## src/rtl/jk_bank_ctrl.sv

```systemverilog
// Command sequencer for a bank of JK flip-flops: expands clear/set/load/toggle,
// up/down counting and left rotation into per-cycle J/K/ENABLE drive.
module jk_bank_ctrl #(
  parameter int WIDTH = 4,
  parameter int CNT_W = 8
) (
  input  logic             clk,
  input  logic             rst,
  input  logic             cmd_valid,
  output logic             cmd_ready,
  input  logic [2:0]       cmd_op,
  input  logic [WIDTH-1:0] cmd_data,
  input  logic [CNT_W-1:0] cmd_count,
  input  logic [WIDTH-1:0] q_in,
  output logic [WIDTH-1:0] j_out,
  output logic [WIDTH-1:0] k_out,
  output logic [WIDTH-1:0] en_out,
  output logic             busy,
  output logic             done
);

  localparam logic [2:0] OP_NOP    = 3'd0;
  localparam logic [2:0] OP_CLEAR  = 3'd1;
  localparam logic [2:0] OP_SET    = 3'd2;
  localparam logic [2:0] OP_LOAD   = 3'd3;
  localparam logic [2:0] OP_TOGGLE = 3'd4;
  localparam logic [2:0] OP_UP     = 3'd5;
  localparam logic [2:0] OP_DOWN   = 3'd6;
  localparam logic [2:0] OP_ROTL   = 3'd7;

  localparam logic [WIDTH-1:0] ONE_W = WIDTH'(1);
  localparam logic [CNT_W-1:0] ONE_C = CNT_W'(1);

  typedef enum logic [1:0] {IDLE, RUN, FIN} state_t;

  state_t           state_reg, state_next;
  logic [2:0]       op_reg;
  logic [WIDTH-1:0] data_reg;
  logic [CNT_W-1:0] remaining_reg, remaining_next;

  logic             accept;
  logic             is_count_op;
  logic [WIDTH-1:0] mask_up, mask_dn, rot_l;

  assign accept      = cmd_valid && (state_reg == IDLE) && !rst;
  assign is_count_op = (cmd_op == OP_UP) || (cmd_op == OP_DOWN) || (cmd_op == OP_ROTL);

  // Bits that change on +1 / -1 are exactly the bits to toggle.
  assign mask_up = q_in ^ (q_in + ONE_W);
  assign mask_dn = q_in ^ (q_in - ONE_W);

  generate
    for (genvar gi = 0; gi < WIDTH; gi++) begin : g_rot
      assign rot_l[gi] = q_in[(gi + WIDTH - 1) % WIDTH];
    end
  endgenerate

  always_ff @(posedge clk) begin
    if (rst) begin
      state_reg     <= IDLE;
      remaining_reg <= '0;
      op_reg        <= OP_NOP;
      data_reg      <= '0;
    end else begin
      state_reg     <= state_next;
      remaining_reg <= remaining_next;
      if (accept) begin
        op_reg   <= cmd_op;
        data_reg <= cmd_data;
      end
    end
  end

  always_comb begin
    state_next     = state_reg;
    remaining_next = remaining_reg;
    case (state_reg)
      IDLE: begin
        if (accept) begin
          if (cmd_op == OP_NOP || (is_count_op && cmd_count == '0)) begin
            state_next     = FIN;
            remaining_next = '0;
          end else if (is_count_op) begin
            state_next     = RUN;
            remaining_next = cmd_count;
          end else begin
            state_next     = RUN;
            remaining_next = ONE_C;
          end
        end
      end
      RUN: begin
        remaining_next = remaining_reg - ONE_C;
        if (remaining_reg <= ONE_C) begin
          state_next = FIN;
        end
      end
      FIN:     state_next = IDLE;
      default: state_next = IDLE;
    endcase
  end

  always_comb begin
    cmd_ready = (state_reg == IDLE) && !rst;
    busy      = (state_reg != IDLE) && !rst;
    done      = (state_reg == FIN) && !rst;
    j_out     = '0;
    k_out     = '0;
    en_out    = '0;
    if (state_reg == RUN && !rst) begin
      case (op_reg)
        OP_CLEAR: begin
          en_out = '1;
          k_out  = '1;
        end
        OP_SET: begin
          en_out = '1;
          j_out  = '1;
        end
        OP_LOAD: begin
          en_out = '1;
          j_out  = data_reg;
          k_out  = ~data_reg;
        end
        OP_TOGGLE: begin
          en_out = data_reg;
          j_out  = data_reg;
          k_out  = data_reg;
        end
        OP_UP: begin
          en_out = mask_up;
          j_out  = mask_up;
          k_out  = mask_up;
        end
        OP_DOWN: begin
          en_out = mask_dn;
          j_out  = mask_dn;
          k_out  = mask_dn;
        end
        OP_ROTL: begin
          en_out = '1;
          j_out  = rot_l;
          k_out  = ~rot_l;
        end
        default: begin
          en_out = '0;
        end
      endcase
    end
  end

endmodule

```

## config.mk

```make
export PLATFORM = sky130hd
export DESIGN_NAME = jk_bank_ctrl
export DESIGN_NICKNAME = d
export VERILOG_FILES = /design/src/rtl/jk_bank_ctrl.sv
export SDC_FILE = /design/constraint.sdc
export NUM_CORES = 1
export LEC_CHECK = 0
export BUFFER_PORTS_ARGS = -buffer_cell sky130_fd_sc_hd__buf_4
export CORE_UTILIZATION = 50
export CTS_BUF_LIST = sky130_fd_sc_hd__clkbuf_16
export DETAILED_ROUTE_END_ITERATION = 10
export HOLD_SLACK_MARGIN = 0.06
export PLACE_DENSITY_LB_ADDON = 0.15
export SLEW_MARGIN = 15
export SYNTH_ARGS = -nofsm -noshare
export SYNTH_HDL_FRONTEND = slang
export SYNTH_SLANG_ARGS = --single-unit
```

## constraint.sdc

```tcl
create_clock -name clk -period 2 [get_ports clk]
set_input_delay 0.3 -clock clk [delete_from_list [all_inputs] [get_ports clk]]
set_output_delay 0.3 -clock clk [all_outputs]
set_load 0.02 [all_outputs]
```

# Word-level counts from Yosys, hierarchy flattened
# Index checks and enable logic that the tools add are counted.
# op_classes
addsub	3
magnitude_cmp	1
eq_ne	14
mux	14
bitwise	4
reduce_logical	20
# ops
operator	n
$mux 8	3
$pmux 4 s6	1
$eq 3x3->1 const B	7
$pmux 4 s5	1
$pmux 4 s4	1
$pmux 8 s2	1
$mux 4	3
$le 8x1->1 const B	1
$logic_not 8->1	1
$not 4->4	2
$sub 8x1->8 const B	1
$xor 4x4->4	2
$logic_and 1x1->1	7
$eq 3x2->1 const B	2
$mux 2	3
$add 4x1->4 const B	1
$ne 2x2->1 const B	2
$pmux 2 s2	1
$reduce_and 2->1	2
$reduce_bool 2->1	2
$reduce_or 4->1	1
$sub 4x1->4 const B	1
$eq 3x1->1 const B	1
$logic_not 3->1	1
6 further kinds	8
# word_totals
reg_bits	17
input_bits	22

# Depth between registers and ports, before layout
# depth
depth_word	8
ltp_mapped	6
mapped_depth_nobuf	6

# Least setup slack after synthesis
# OpenSTA, ideal clock, no wires.
# synth_path
kind	input to output
from	input q_in[0]
to	output j_out[1]
arrival_ns	2.083
slack_ns	-0.383
stages	6
n_path_buf	0
cell_sequence	inv_1 > ha_1 > xnor2_1 > nand2_1 > o31ai_1 > a2111oi_0
# synth_between
elab_chain_cells	4
elab_cells_between_ends	6
classes_between	2 x add/sub; 2 x mux; 2 x bitwise
# synth_lines
element	line	rtl
start, declared	14	input logic [WIDTH-1:0] q_in,
$sub 4x1->4 or $add 4x1->4 (tied branches)	50, 49	
$xor 4x4->4 (on tied branches)	50, 49	
$pmux 4 s5 (*)	111	case (op_reg)
$mux 4 (*)	110	if (state_reg == RUN && !rst) begin
end, declared	15	output logic [WIDTH-1:0] j_out,
# Mark *: on every way between the ends. The rest lies on a longest branch, timed or not.

# Final worst setup path
# layout_path
from	input q_in[0]
to	output k_out[1]
# layout_between
elab_chain_cells	4
elab_cells_between_ends	7
classes_between	2 x add/sub; 2 x mux; 3 x bitwise
# layout_lines
element	line	rtl
$sub 4x1->4 or $add 4x1->4 (tied branches)	50, 49	
$xor 4x4->4 (on tied branches)	50, 49	
$pmux 4 s6 (*)	111	
$mux 4 (*)	110	
end, declared	16	output logic [WIDTH-1:0] k_out,
# Marks and branches as above.

==> impl_results.md <==
* Area of the multi-input gates at 980 sq um
* Max Clock Skew at ~0.00063 ns
* Commonest cells post-synth: nand2_1, nor2_1, dfxtp_1, a21oi_1
* Area share of the largest cell type after synthesis at 0.246
* CP Capture Type: output pin
* Fmax at 519 MHz
* Hold crit path type: input pin to register
* Mapped cell area at around 1400 sq um
* Final Non-Filler Cells at 260
* Maximum fanout along the worst path at 4
* Status: completed
* Max FFs per register at 8
* Kind of critical path: input pin to output pin
* Mapped Nets at 218
* Fin crit share at 0.963
* First-pass GRT wire length at between 5 and 6 mm
* FF/Latch Area at 347 sq um
* Slew margin rel. at 0.702
* Die Width at between 50 and 60 microns
* Utilization after layout at 0.721
* Number of diodes at 0
* DR DRC count at 0
* Peak VDD IR at 0.606 mV
* Cell accounting for the most synthesized area: dfxtp_1
* Reg clk slew, reported paths at roughly 0.05 ns
* H-tree Lvls at 1
* Total Routing Usage GR at 0.271
* # clock sinks at 17
* Std cell rows at 18
* Fin nets at 257
* Syn avg cell area at around 7.2 sq um
* Internal power at 814 uW
* Hold_buf cts at 0
* Initial DRC Count at 47
* CTS tree: done
* Cts bufs inserted at 3
* Clk Latency, worst-skew pair at 0.25 ns
* Clock share of power at 0.333
* Static leakage at 0.734 nW
* Maximum root-to-sink buffer count at 2
* Synth Instances at 192
* Slew Viols, Final at 0
* Unique masters post-synth at between 40 and 50
* Synth area leaders: dfxtp_1, nand2_1, nor2_1
* Net Sw Frac at 0.318
* Tmin final at 1.93 ns
* Fraction of layout cells with a size suffix above 1 at 0.309
* DRT antenna net count at 0
* DRT Pass-1 Iters at 4
* Die ar. at 2980 sq um
* Final wirelength at 3.73 mm
* Sequential power share at 0.347
* Sw power at 380 uW
* Reg2Reg Setup Slack at 0.44 ns
* Routability cong. at around 0.90
* Congestion Overflow GR at 0
* Crit path arrival time at 1.63 ns
* Sequential area share after synthesis at 0.246
* Setup TNS at 0 ns
* Final setup vio count at 0
* Pin count of the biggest net entering global routing at 25
* Cell Pwr Density at 651 nW/um^2
* Post-route setup slack at about 0.074 ns
* Routed WL per cell at 14.3 microns
* Pre-CTS setup slack at roughly 0.022 ns
* Syn. warnings at 0
* Vias in the first global route at 1377
* Most common cell in the netlist: nand2_1
* Number of fill cells in the layout at 209
* I/O pin total at 37
* Initial antenna violation count at 0
* IO buf count at 36
* Vias per cell at 6.01
* Post-synth ARST share at 0
* Setup crit start kind: input pin
* Final hold violation count at 0
* Via count at 1562
* Post-synth EDFFs at 0
* Worst EP required at 1.70 ns
* Area Growth Syn to Fin at 32.8%
* #FFs+latches synth at 17
* Root Buffer: clkbuf_16
* # Max-Cap Violations at 0
* RSZ-0062 raised after global routing: true
* Initial Utilization at 0.543
* Placed cell count at roughly 260
* Hold_ws at 0.247 ns
* Core region area at around 2500 sq um
* Post-DP HPWL at 2.74 mm
* Combinational group share of total power at 0.321
* Die Y at between 50 and 60 microns
* Synth Flop Type: dfxtp_1
* Actual slew at the worst max-slew pin at ~0.44 ns
routing by layer:
layer  part of all wire  global-route usage  vias up
li1                   -                   -      773
met1               0.40               0.298      728
met2               0.54               0.514       54
met3              0.042              0.0250        7
met4              0.017               0.124        0
met5                  0                   0        -
logic make-up after synthesis:
kind of cell             share of synthesized area
adder cells (fa/ha/maj)                     0.0362
XOR/XNOR                                   0.00634
AO/OA/AOI/OAI                                0.303
buffers and inverters                       0.0707
flip-flops                                   0.246
AND/OR/NAND/NOR                              0.298
multiplexers                                0.0389
placed cells by master (no fill, tap or decap), types with 2 or more instances in the layout:
master     count
buf_4         43
nand2_1       21
nor2_1        20
dfxtp_1       14
a21oi_1       11
inv_1         10
nor3_1        10
o21ai_0        9
o21ai_1        8
nand2b_1       6
or3_1          6
a31oi_1        5
o31ai_1        5
ha_1           4
mux2_2         3
a221oi_1       3
nor2b_1        3
clkbuf_16      3
o211ai_1       2
mux2i_1        2
inv_2          2
a2111oi_2      2
a21o_1         2
a211oi_1       2
a311oi_1       2
nor3b_1        2
dfxtp_2        2
buf_6          2
worst paths after layout:
kind                          from      endpoint  depth (start not counted)
setup / recovery           q_in[0]      k_out[1]                          8
setup reg to reg  remaining_reg[3]  state_reg[1]                          4
hold reg to reg        data_reg[3]   data_reg[3]                          2
hold / removal         cmd_data[0]   data_reg[0]                          3
critical path, stage by stage:
cell and delay (ns):
buf_4 0.08, inv_1 0.03, ha_1 0.31, xnor2_2 0.23, o22ai_1 0.12, a21o_1 0.18
a211oi_1 0.19, buf_4 0.18
stage by stage:
step | total power, mW | area (sq um)
2_1_floorplan | 0.661 | 1390
3_3_place_gp | 0.762 | 1710
3_5_place_dp | 0.776 | 1710
4_1_cts | 1.18 | 1790
5_1_grt | 1.26 | 1830
6_report | 1.19 | 1830
area by class of cell:
cell class,count,share of cell area
clock inverter,1,0.00273
inverter,12,0.0246
timing repair buffer,45,0.188
tap,30,0.0205
multi-input combinational,152,0.534
clock buffer,3,0.0409
sequential,17,0.189
power by group through the flow:
stage	clock, mW	combinational, mW	sequential (mW)
2_1_floorplan	0	0.258	0.403
3_3_place_gp	0	0.347	0.415
3_5_place_dp	0	0.359	0.417
4_1_cts	0.401	0.365	0.412
5_1_grt	0.419	0.421	0.418
6_report	0.397	0.383	0.414
repair_timing:
action	in CTS	in global routing
buffers inserted	0	1
resized for setup	4	10
pin swaps	0	2
cloned	0	0
setup endpoints to repair	5	7
Power figures use the tool's default switching activity.
